--- src/rtl/uart_rx_stream.sv ---
// uart_rx_stream: receive-only UART endpoint with a ready/valid output FIFO.
// Frames are deserialised from a synchronised copy of the line. Each entry
// carries the data byte plus parity and framing error flags. A completed
// frame that finds the FIFO full is dropped and reported as an overrun.
module uart_rx_stream #(
  parameter int FIFO_DEPTH  = 4,
  parameter int SYNC_STAGES = 2
) (
  input  logic        clk,
  input  logic        reset,
  input  logic        uart_rx,
  input  logic        cr_pbit,
  input  logic        cr_ptype,
  input  logic [1:0]  cr_sbit,
  input  logic [31:0] cr_baud_limit,
  output logic [7:0]  rx_data_o,
  output logic        rx_pbit_error,
  output logic        rx_frame_error,
  output logic        rx_valid_o,
  input  logic        rx_ready_i,
  output logic        rx_overrun_o,
  output logic        rx_busy_o
);

  localparam int AW = $clog2(FIFO_DEPTH);
  localparam logic [AW:0] FULL_COUNT = (AW+1)'(FIFO_DEPTH);

  typedef enum logic [2:0] {WAIT_IDLE, IDLE, START, DATA, PARITY, STOP} state_t;

  state_t                 state;
  logic [SYNC_STAGES-1:0] sync_q;
  logic [SYNC_STAGES-1:0] settle_q;
  logic                   rxs;
  logic                   rxs_d;
  logic                   settled;
  logic [31:0]            cnt;
  logic [31:0]            baud_q;
  logic                   pbit_q;
  logic                   ptype_q;
  logic [1:0]             sbit_q;
  logic [2:0]             bit_idx;
  logic [1:0]             stop_idx;
  logic [1:0]             stop_last;
  logic [7:0]             shreg;
  logic                   perr;
  logic                   ferr;
  logic                   sample;
  logic                   last_stop;
  logic                   push;
  logic [9:0]             push_word;

  logic [9:0]             mem [FIFO_DEPTH];
  logic [AW-1:0]          wr_ptr;
  logic [AW-1:0]          rd_ptr;
  logic [AW:0]            count;
  logic                   full;
  logic                   pop;
  logic                   push_ok;

  assign rxs       = sync_q[SYNC_STAGES-1];
  // settle_q fills with ones after reset; until it is full, rxs still shows
  // the reset value of the synchroniser rather than the real line.
  assign settled   = settle_q[SYNC_STAGES-1];
  assign sample    = (cnt == (baud_q >> 1));
  assign stop_last = (sbit_q == 2'b00) ? 2'd0 : (sbit_q == 2'b01) ? 2'd1 : 2'd2;
  assign last_stop = (stop_idx == stop_last);
  assign push      = (state == STOP) && sample && last_stop;
  assign push_word = {ferr | ~rxs, perr, shreg};

  assign full      = (count == FULL_COUNT);
  assign rx_valid_o = (count != '0);
  assign pop       = rx_valid_o & rx_ready_i;
  assign push_ok   = push & (~full | pop);

  assign rx_data_o      = mem[rd_ptr][7:0];
  assign rx_pbit_error  = mem[rd_ptr][8];
  assign rx_frame_error = mem[rd_ptr][9];

  // Bring the asynchronous line into the clock domain and keep a delayed copy for edge detection
  always_ff @(posedge clk) begin
    if (reset) begin
      sync_q   <= '1;
      settle_q <= '0;
      rxs_d    <= 1'b1;
    end else begin
      sync_q   <= {sync_q[SYNC_STAGES-2:0], uart_rx};
      settle_q <= {settle_q[SYNC_STAGES-2:0], 1'b1};
      rxs_d    <= rxs;
    end
  end

  // Frame state machine: bit timing, sampling, error detection and registered busy flag
  always_ff @(posedge clk) begin
    if (reset) begin
      state     <= WAIT_IDLE;
      cnt       <= '0;
      baud_q    <= '0;
      pbit_q    <= 1'b0;
      ptype_q   <= 1'b0;
      sbit_q    <= 2'b00;
      bit_idx   <= '0;
      stop_idx  <= '0;
      shreg     <= '0;
      perr      <= 1'b0;
      ferr      <= 1'b0;
      rx_busy_o <= 1'b0;
    end else begin
      cnt <= (cnt == baud_q - 32'd1) ? 32'd0 : cnt + 32'd1;
      case (state)
        WAIT_IDLE: begin
          if (rxs && settled) begin
            state     <= IDLE;
            rx_busy_o <= 1'b0;
          end else begin
            rx_busy_o <= 1'b1;
          end
        end
        IDLE: begin
          rx_busy_o <= 1'b0;
          if (rxs_d && !rxs) begin
            state     <= START;
            cnt       <= '0;
            baud_q    <= cr_baud_limit;
            pbit_q    <= cr_pbit;
            ptype_q   <= cr_ptype;
            sbit_q    <= cr_sbit;
            bit_idx   <= '0;
            stop_idx  <= '0;
            perr      <= 1'b0;
            ferr      <= 1'b0;
            rx_busy_o <= 1'b1;
          end
        end
        START: begin
          if (sample) begin
            if (rxs) begin
              state     <= IDLE;
              rx_busy_o <= 1'b0;
            end else begin
              state <= DATA;
            end
          end
        end
        DATA: begin
          if (sample) begin
            shreg   <= {rxs, shreg[7:1]};
            bit_idx <= bit_idx + 3'd1;
            if (bit_idx == 3'd7) begin
              state <= pbit_q ? PARITY : STOP;
            end
          end
        end
        PARITY: begin
          if (sample) begin
            perr  <= ^{shreg, rxs, ptype_q};
            state <= STOP;
          end
        end
        STOP: begin
          if (sample) begin
            if (!rxs) begin
              ferr <= 1'b1;
            end
            stop_idx <= stop_idx + 2'd1;
            if (last_stop) begin
              if (ferr || !rxs) begin
                state <= WAIT_IDLE;
              end else begin
                state     <= IDLE;
                rx_busy_o <= 1'b0;
              end
            end
          end
        end
        default: begin
          state     <= WAIT_IDLE;
          rx_busy_o <= 1'b1;
        end
      endcase
    end
  end

  // Output FIFO: store completed frames, hand the head to the consumer, flag dropped frames
  always_ff @(posedge clk) begin
    if (reset) begin
      wr_ptr       <= '0;
      rd_ptr       <= '0;
      count        <= '0;
      rx_overrun_o <= 1'b0;
      for (int i = 0; i < FIFO_DEPTH; i++) begin
        mem[i] <= '0;
      end
    end else begin
      rx_overrun_o <= push & full & ~pop;
      if (push_ok) begin
        mem[wr_ptr] <= push_word;
        wr_ptr      <= wr_ptr + AW'(1);
      end
      if (pop) begin
        rd_ptr <= rd_ptr + AW'(1);
      end
      case ({push_ok, pop})
        2'b10:   count <= count + (AW+1)'(1);
        2'b01:   count <= count - (AW+1)'(1);
        default: count <= count;
      endcase
    end
  end

endmodule

--- config.mk ---
export PLATFORM = sky130hd
export DESIGN_NAME = uart_rx_stream
export DESIGN_NICKNAME = d
export VERILOG_FILES = /design/src/rtl/uart_rx_stream.sv
export SDC_FILE = /design/constraint.sdc
export NUM_CORES = 1
export LEC_CHECK = 0
export ABC_CLOCK_PERIOD_IN_PS = 3000
export BUFFER_PORTS_ARGS = -buffer_cell sky130_fd_sc_hd__clkbuf_2
export CAP_MARGIN = 20
export CELL_PAD_IN_SITES_DETAIL_PLACEMENT = 1
export CELL_PAD_IN_SITES_GLOBAL_PLACEMENT = 2
export CORE_MARGIN = 1.5
export CORE_UTILIZATION = 34
export DETAILED_ROUTE_END_ITERATION = 12
export GPL_TIMING_DRIVEN = 0
export PLACE_DENSITY_LB_ADDON = 0.1
export SYNTH_ARGS = -nofsm -noshare
export SYNTH_HDL_FRONTEND = slang
export SYNTH_SLANG_ARGS = --single-unit
--- constraint.sdc ---
create_clock -name clk -period 3 [get_ports clk]
set_input_delay 0.15 -clock clk [delete_from_list [all_inputs] [get_ports clk]]
set_output_delay 0.15 -clock clk [all_outputs]
set_load 0.005 [all_outputs]
**Word-level counts from Yosys, hierarchy flattened**

Memories as Yosys holds them, arrays and structs flattened. A register that Yosys moved wholly into a read port is not among the register bits.
Index checks and enable logic that the tools add are counted.

- Bits in registers: 100
- Memory bits (writable): 40
- Bits of input ports: 40
- Output and inout bits: 13
- Memories kept: 1

- $add $sub $neg: 8
- Equal/unequal tests: 24
- Multiplexer cells: 49
- Bitwise logic cells: 10
- Reduce and logical (&&, ||, !) cells: 24

Memories:

| memory | words | width | read ports | clocked after Yosys merged registers in | wr ports | line | source |
|---|---|---|---|---|---|---|---|
| mem | 4 | 10 | 1 | 1 | 4 | 52 | `logic [9:0] mem [FIFO_DEPTH];` |

Operators by type and width:

| cell | count |
|---|---|
| $mux 32 | 3 |
| $add 32x1->32 const B | 1 |
| $eq 32x31->1 | 1 |
| $eq 32x32->1 | 1 |
| $sub 32x1->32 const B | 1 |
| $mux 3 | 10 |
| $ne 2x2->1 const B | 11 |
| $mux 1 | 20 |
| $pmux 3 s6 | 1 |
| $mux 2 | 8 |
| $eq 3x3->1 const B | 4 |
| $pmux 3 s2 | 2 |
| $mux 10 | 1 |
| $reduce_or 10->1 | 1 |
| $reduce_xor 10->1 | 1 |
| $reduce_and 3->1 | 3 |
| $reduce_and 8->1 | 1 |
| $reduce_bool 2->1 | 4 |
| $add 2x1->2 const B | 3 |
| $add 3x1->3 const B | 2 |
| $eq 3x2->1 const B | 2 |
| $reduce_and 6->1 | 1 |
| $pmux 1 s5 | 1 |
| $and 1x1->1 | 4 |
| 18 further kinds | 28 |

**Depth between registers and ports, before layout**

Gate-level depths: netlist (run 1).

- Depth after elaboration: 11
- Gate-level depth with buffers: 11
- Mapped depth without buffers: 10

**Least setup slack after synthesis (run 1)**

Ideal clock, no wire load.

- Path kind: reg-to-reg
- From: reg baud_q[2]
- To: reg cnt[0]
- Library setup time: 0.121 ns
- Arrival time: 3.108 ns
- Required time: 2.879 ns
- Path slack: -0.230 ns
- Stages on the path, launching flop included: 11
- Path buffers: 2
- Cell sequence: dfxtp_1 > buf_2 > or4_4 > or4b_4 > nor4_4 > mux2_2 > mux2i_1 > a21oi_1 > o41ai_4 > buf_6 > nor2_1

- Longest elaborated chain between the ends: 5

Ends and longest elaborated chain:

| element | line | source |
|---|---|---|
| start, declared | 37 | `logic [31:0] baud_q;` |
| start signal, assigned | 123 | `baud_q <= cr_baud_limit;` |
| $sub 32x1->32 * | 108 | `cnt <= (cnt == baud_q - 32'd1) ? 32'd0 : cnt + 32'd1;` |
| $eq 32x32->1 * | 108 |  |
| $mux 32 * | 108 |  |
| $mux 32 | 120 | `if (rxs_d && !rxs) begin` |
| $mux 32 * | 109 | `case (state)` |
| end signal, assigned | 108 |  |
| end, declared | 36 | `logic [31:0] cnt;` |

Every way passes the cells marked *; elsewhere a longest branch is shown, timed or not.
A chain may end at the register's enable or synchronous reset.

**Worst setup path in the final report (run 1)**

- From: reg baud_q[12]
- To: reg cnt[29]

Same word-level chain as after synthesis.

==> metrics.cfg, run 1 <==
[clock_tree]
cts_buffer_depth=2
htreeDepth=4
clockRootBuffer=clkbuf_16
cts.reportedPaths.clkPinSlew_ns=0.07
cts_tree=yes
insertion_delay_ns=0.43
cts.sinks=142
numCtsBuffers=17

[yosys]
syn_inst=827
synth_top_cell_by_area=dfxtp_1
ys_types=54
synth_area_leaders=dfxtp_1, edfxtp_1, xnor2_1, nand2_1, xor2_1
synthesis.area_per_instance_um2=8.90
ys_warn_count=0
yosys-top-cells-count=nand2_1, dfxtp_1, nor2_1
synth_mux_area_share_pct=5.31
synth.yosys.seq_area_share_pct=44.1
ys_ff_latch=142
synthArstFlopShare_pct=0
synth_fa_ha_area_share_pct=0.952
synth-simple-area-share_pct=23.2
post-synth-top-count-cell=nand2_1
synth_top_family_by_area=simple AND/OR/NAND/NOR gates
synth-edff-count=40
synth.cell_area_mm2=0.00736
synth-xor-area-share_pct=14.0
synth_compound_area_share_pct=7.55
syn-num-nets=872
synthFlopType=dfxtp_1
synth_top_area_share_pct=27.8

[layout]
nFillCells=2454
synthToLayoutAreaGrowth_pct=27.7
seq_area_mm2=0.00327
multiInputGateArea_mm2=0.00407
n_antenna_cell=0
drive_gt1_share_pct=20.5
finalNetCount=974

[setup_path]
critPathKind=reg -> reg
start_kind=flip-flop
cp.arrival_ns=3.50
worstPathRequired_ns=3.31
critPathMaxFanout=7
crit_chain=or4_4, or4b_4, nor4_4, mux2_4, mux2i_2, a21oi_2, o41ai_4, buf_6, clkbuf_16, nor2_1
worstSetupEndpointType=flip-flop
worst_path_max_delay_cell=or4b_4
slowest_delay_ns=0.59

[sta]
fin_crit_sh_pct=106
setup_violations=32
skew_ns=0.0108
fin_crit_ns=3.19
fmax_mhz=313
rsz0062_at_grt=yes
setup_tns_ns=-5.06
worst_slack_ns=-0.190
hold_viol_final=0
slew_violations=0
slew_headroom_pct=35.5
worst_pin_slew_ns=0.968

[pwr]
ir_worst_vdd_mv=0.384
cellPowerDensity_mw_per_mm2=518
seq_power_share_pct=42.4
switching_share_pct=28.3
clkPwrFrac_pct=43.2
p_comb_share_pct=14.4
leakage_nw=3.53
p_int_w=0.00348
p_sw_w=0.00138
power_w=0.00486

[grt]
grt_pass1_wl_um=34700
grt_max_degree=18
grt_overflow=0
antenna_found_initial=0
grt_pass1_vias=6405
grtUsageTotal_pct=20.2

[routing]
first_iter_violations=264
via_count=6156
antenna_left=0
drcViolationCount=0
via_per_inst=5.06
firstDrtPassIters=4
wl_per_cell_um=17.9
wl_um=21800

[die]
rows=53
start_util_pct=34.8
ios=53
die_y_um=150
die_area_mm2=0.0225
die_w_um=150
fp.coreArea_mm2=0.0212

[worst_hold_path]
hold_path.class=in -> reg

[placed_design]
post-dp-hpwl_um=15900
portBuffers=51
pre_cts_slack_ns=-1.05
place.gp.congestion=0.830

[outcome]
outcome=finished, violations left
violations=negative setup slack

[job]
drv_cap=0

-- power by group through the flow --
stage                     registers (W)  clock network (W)  logic (W)
final                           0.00206            0.00210   0.000699
after global routing            0.00207            0.00223   0.000767
after CTS                       0.00206            0.00214   0.000676
after detailed placement        0.00210                  0   0.000583
after global placement          0.00210                  0   0.000563
after floorplan                 0.00209                  0   0.000396
-- repair_timing --
action,in CTS,in global routing
hold buffers,37,0
setup endpoints to repair,129,110
cloned,1,1
endpoints found under the hold margin,37,0
pin swaps,17,18
buffers inserted,11,4
gates resized for setup,50,41
-- final cells by class --
cell class | instances | share of cell area [%]
well taps | 275 | 3.66
inverters | 25 | 0.999
clock inverters | 15 | 1.81
clock buffers | 17 | 4.53
flip-flops and latches | 142 | 34.8
multi-input cells | 597 | 43.3
plain buffers | 37 | 1.93
repair buffers | 109 | 8.93
-- registers in the layout, summed over array words and instances, names as in the netlist, 3 cells and up, named ones only --
register	flops
mem	40
state	3
count	3
baud_q	32
cnt	32
shreg	8
bit_idx	3
-- metal layers --
layer	GRT usage [%]	routed length, um
met1	28.5	10900
met2	32.7	10200
met3	3.42	610
met4	4.02	136
met5	0	0
-- metrics by stage --
step	utilization [%]	area (um^2)	hold slack [ns]	cells
after floorplan	-	7360	0.254	827
after global placement	37.6	7960	0.345	1153
after detailed placement	37.9	8010	0.350	1157
after CTS	43.5	9190	0.207	1217
after global routing	44.4	9390	0.241	1217
final	44.4	9390	0.215	1217
-- cells by family after synthesis --
group,count (synthesis)
fa+ha+maj,5
mux,26
compound gates,93
xor+xnor,118
buf+inv,88
simple gates,355
flops,142
-- final timing paths --
path              start         to  slack [ns]  cells past startpoint
max          baud_q[12]    cnt[29]       -0.19                     10
min          rx_ready_i   count[1]        0.21                      5
max reg2reg  baud_q[12]    cnt[29]       -0.19                     10
min reg2reg   sync_q[0]  sync_q[1]        0.43                      1
-- critical path: cells and delay by family, from the launching register on --
kind | cells | cell delay (ns)
AND/OR/NAND/NOR | 4 | 1.43
multiplexers | 2 | 0.51
AO/OA/AOI/OAI | 2 | 0.40
buffers and inverters | 2 | 0.40
flip-flops | 1 | 0.34
-- layout by cell type, fill, tap and decap left out, types with 12 or more instances in the layout --
cell             n
nand2_1        117
dfxtp_1         88
nor2_1          78
xnor2_1         70
clkbuf_2        52
a21oi_1         51
xor2_1          48
edfxtp_1        40
dlygate4sd3_1   37
clkbuf_1        29
inv_1           25
nand3_1         20
nor3_1          19
clkbuf_16       18
nand4_1         15
buf_4           14
and2_1          12
o21ai_0         12
(Power assumes the default switching activity.)
==> inputs of run 2 (changes only) <==
ABC_AREA = 1   (was default)
CAP_MARGIN = 40   (was 20)
CORE_UTILIZATION = 32   (was 34)
==> run 2 against run 1 <==
The flow now finishes without violations. Maximum frequency is 16% higher. Register-to-register slack better by 0.43 ns. Clock skew is 0.0013 ns higher. Largest cell class unchanged. Critical endpoint is now mem[3][6]. Total power is 27% higher. Sequential cell count stayed put. Synthesized cell count is 34% higher. Sequential share of layout area is 0.27 points lower.
==> metrics.cfg, run 2 <==
[yosys]
synthFlopType=dfxtp_1
post-synth-top-count-cell=nand2_1
synth.yosys.seq_area_share_pct=41.3  ; -2.8 points
syn_inst=1109  ; +34%
synth-edff-count=40  ; unchanged
synth_top_family_by_area=simple AND/OR/NAND/NOR gates
ys_types=40  ; -26%
synth-xor-area-share_pct=8.03  ; -6.0 points
synth.cell_area_mm2=0.00785  ; +6.8%
syn-num-nets=1154  ; +32%
synth_fa_ha_area_share_pct=0.892  ; -0.060 points
synthesis.area_per_instance_um2=7.08  ; -20%
synth_compound_area_share_pct=11.2  ; +3.6 points
synth_top_cell_by_area=dfxtp_1
synth_mux_area_share_pct=0  ; -5.3 points
ys_ff_latch=142  ; unchanged
synth_area_leaders=dfxtp_1, edfxtp_1, nand2_1, nor2_1, inv_1
synth_top_area_share_pct=26.0  ; -1.8 points
synthArstFlopShare_pct=0  ; unchanged
yosys-top-cells-count=nand2_1, nor2_1, inv_1
synth-simple-area-share_pct=30.1  ; +6.9 points
ys_warn_count=0  ; unchanged

[placed_design]
dp_cells=1487  ; +29%
portBuffers=51  ; unchanged
place.gp.congestion=0.809  ; -2.5%
post-dp-hpwl_um=19400  ; +22%

[setup_path]
worst_path_max_delay_cell=dfxtp_1
critPathLaunch=baud_q[5]
slowest_delay_ns=0.44  ; -0.15 ns
crit_family=simple AND/OR/NAND/NOR gates
worst-path-buf-inv=3  ; +1
r2r-start=baud_q[5]
cp.arrival_ns=2.90  ; -0.60 ns
critPathKind=reg -> reg
cpMostUsedCell=nand2_1
crit_chain=inv_1, nand2_1, nand2_1, nor2_1, nand2_1, nor2_1, nand2_1, nor2_4, nand3_2, nor2_1, inv_1, o31ai_4, buf_4
worstPathRequired_ns=3.14  ; -0.17 ns
critPathMaxFanout=6  ; -1
start_kind=flip-flop
worstSetupEndpointType=flip-flop

[layout]
stdcell_count=1540  ; +27%
mostFrequentLayoutCells=nand2_1, nor2_1, inv_1
final_common_cell=nand2_1
finalNetCount=1248  ; +28%
synthToLayoutAreaGrowth_pct=19.6
n_antenna_cell=0  ; unchanged
largest_register_ffs=40  ; unchanged
largest_register=mem
drive_gt1_share_pct=11.7  ; -8.8 points
largestRegisters=mem: 40 flops, baud_q: 32 flops, cnt: 32 flops

[pwr]
cellPowerDensity_mw_per_mm2=655  ; +26%
leakage_nw=4.06  ; +15%
ir_worst_vdd_mv=0.385  ; +0.29%

[sta]
slew_violations=0  ; unchanged
setup_tns_ns=0  ; +5.06 ns
slew_headroom_pct=47.1  ; +12 points
setup_violations=0  ; -100%
hold_ws_ns=0.0117  ; -0.203 ns
rsz0062_at_grt=no
skew_ns=0.0122  ; +0.00135 ns
hold_viol_final=0  ; unchanged
worst_pin_slew_ns=0.793  ; -0.174 ns
fmax_mhz=362  ; +16%
fin_crit_ns=2.76  ; -0.431 ns
fin_crit_sh_pct=92.0  ; -14 points

[die]
fp.coreArea_mm2=0.0242  ; +14%
rows=57  ; +7.5%
die_y_um=160  ; +6.4%
ios=53  ; unchanged
start_util_pct=32.5  ; -2.3 points
die_area_mm2=0.0255  ; +13%
die_w_um=160  ; +6.4%

[routing]
firstDrtPassIters=5  ; +1
via_count=7214  ; +17%
wl_um=25300  ; +16%
drcViolationCount=0  ; unchanged
antenna_left=0  ; unchanged
first_iter_violations=317  ; +20%
wl_per_cell_um=16.5  ; -8.0%
via_per_inst=4.68  ; -7.4%

[clock_tree]
htreeDepth=4  ; unchanged
insertion_delay_ns=0.44  ; about the same
cts_buffer_depth=2  ; unchanged
cts.sinks=142  ; unchanged
cts.reportedPaths.clkPinSlew_ns=0.07  ; about the same
cts_tree=yes
clockRootBuffer=clkbuf_16
numCtsBuffers=17  ; unchanged

[worst_hold_path]
hold_path.class=in -> reg
min_from=cr_baud_limit[10]

[grt]
grt_pass1_vias=7313  ; +14%
grt_overflow=0  ; unchanged
grt_pass1_wl_um=40700  ; +17%
antenna_found_initial=0  ; unchanged
grt_max_degree=19  ; +1
grtUsageTotal_pct=20.7  ; +0.44 points

[job]
drv_cap=0  ; unchanged

[outcome]
outcome=completed

-- run 2: cell count changes after synthesis, moves of 8 or more --
cell      previous run  this run
and2_1              12         0
o21ai_0             13        92
nand3_1             21        47
o22ai_1              2        10
nand2_1            117       231
a31oi_1              8         0
mux2i_1             12         0
nor3_1              21        31
inv_1               25       126
nor2_1              98       196
mux4_2              10         0
clkbuf_1            55        22
xnor2_1             70        19
nor4_1              15         6
-- run 2: cell families (layout without fill, tap and decap cells) --
group                    count (synthesis)  in the layout
XOR/XNOR                                72             72
flip-flops                             142            142
adder cells (fa/ha/maj)                  5              5
AND/OR/NAND/NOR                        553            553
AO/OA/AOI/OAI                          169            169
buffers and inverters                  168            275
-- run 2: worst reg2reg max path, stage by stage (launching register included) --
cell     delay [ns]
dfxtp_1        0.44
inv_1          0.14
nand2_1        0.14
nand2_1        0.07
nor2_1         0.13
nand2_1        0.10
nor2_1         0.09
nand2_1        0.09
nor2_4         0.19
nand3_2        0.14
nor2_1         0.21
inv_1          0.19
o31ai_4        0.31
buf_4          0.22
-- run 2: power by group --
| group | internal (W) | total (W) | switching, W |
|---|---|---|---|
| combinational | 0.000627 | 0.00176 | 0.00113 |
| sequential | 0.00209 | 0.00219 | 0.000101 |
| clock | 0.00114 | 0.00221 | 0.00107 |
-- run 2: area by class of cell --
class,count,area (um^2)
timing repair buffer,75,478
buffer,36,171
tap,324,405
fill,3071,14800
clock buffer,17,425
inverter,132,495
clock inverter,15,184
multi-input combinational,799,3990
sequential,142,3240
-- run 2: metal layers --
metal,vias up,share of wire [%],GRT usage (%)
met1,3362,52,30.1
met4,0,0.98,5.10
li1,3747,-,-
met3,16,2.5,2.44
met2,89,44,32.5
met5,-,0,0
-- run 2: final timing paths --
check,to,slack [ns],cells past startpoint
worst max register to register,mem[3][6],0.24,13
worst min register to register,settle_q[1],0.40,2
worst min-delay path,baud_q[10],0.01,3
worst max-delay path,mem[3][6],0.24,13
-- run 2: repair_timing --
action / 4_1_cts / 5_1_grt
hold buffers: 17 / 0
setup endpoints to repair: 21 / 39
hold endpoints to repair: 17 / 0
pin swaps: 0 / 2
buffers inserted: 0 / 4
resized for setup: 3 / 6
-- run 2: stage by stage --
stage               area [um^2]  util, %  power [W]  setup WS [ns]
floorplan                  7850        -    0.00341          0.376
global placement           8510     35.2    0.00393         -0.940
detailed placement         8540     35.3    0.00394         -0.159
CTS                        9340     38.6    0.00619         0.0151
global route               9400     38.9    0.00654       0.000913
finish                     9400     38.9    0.00615          0.241
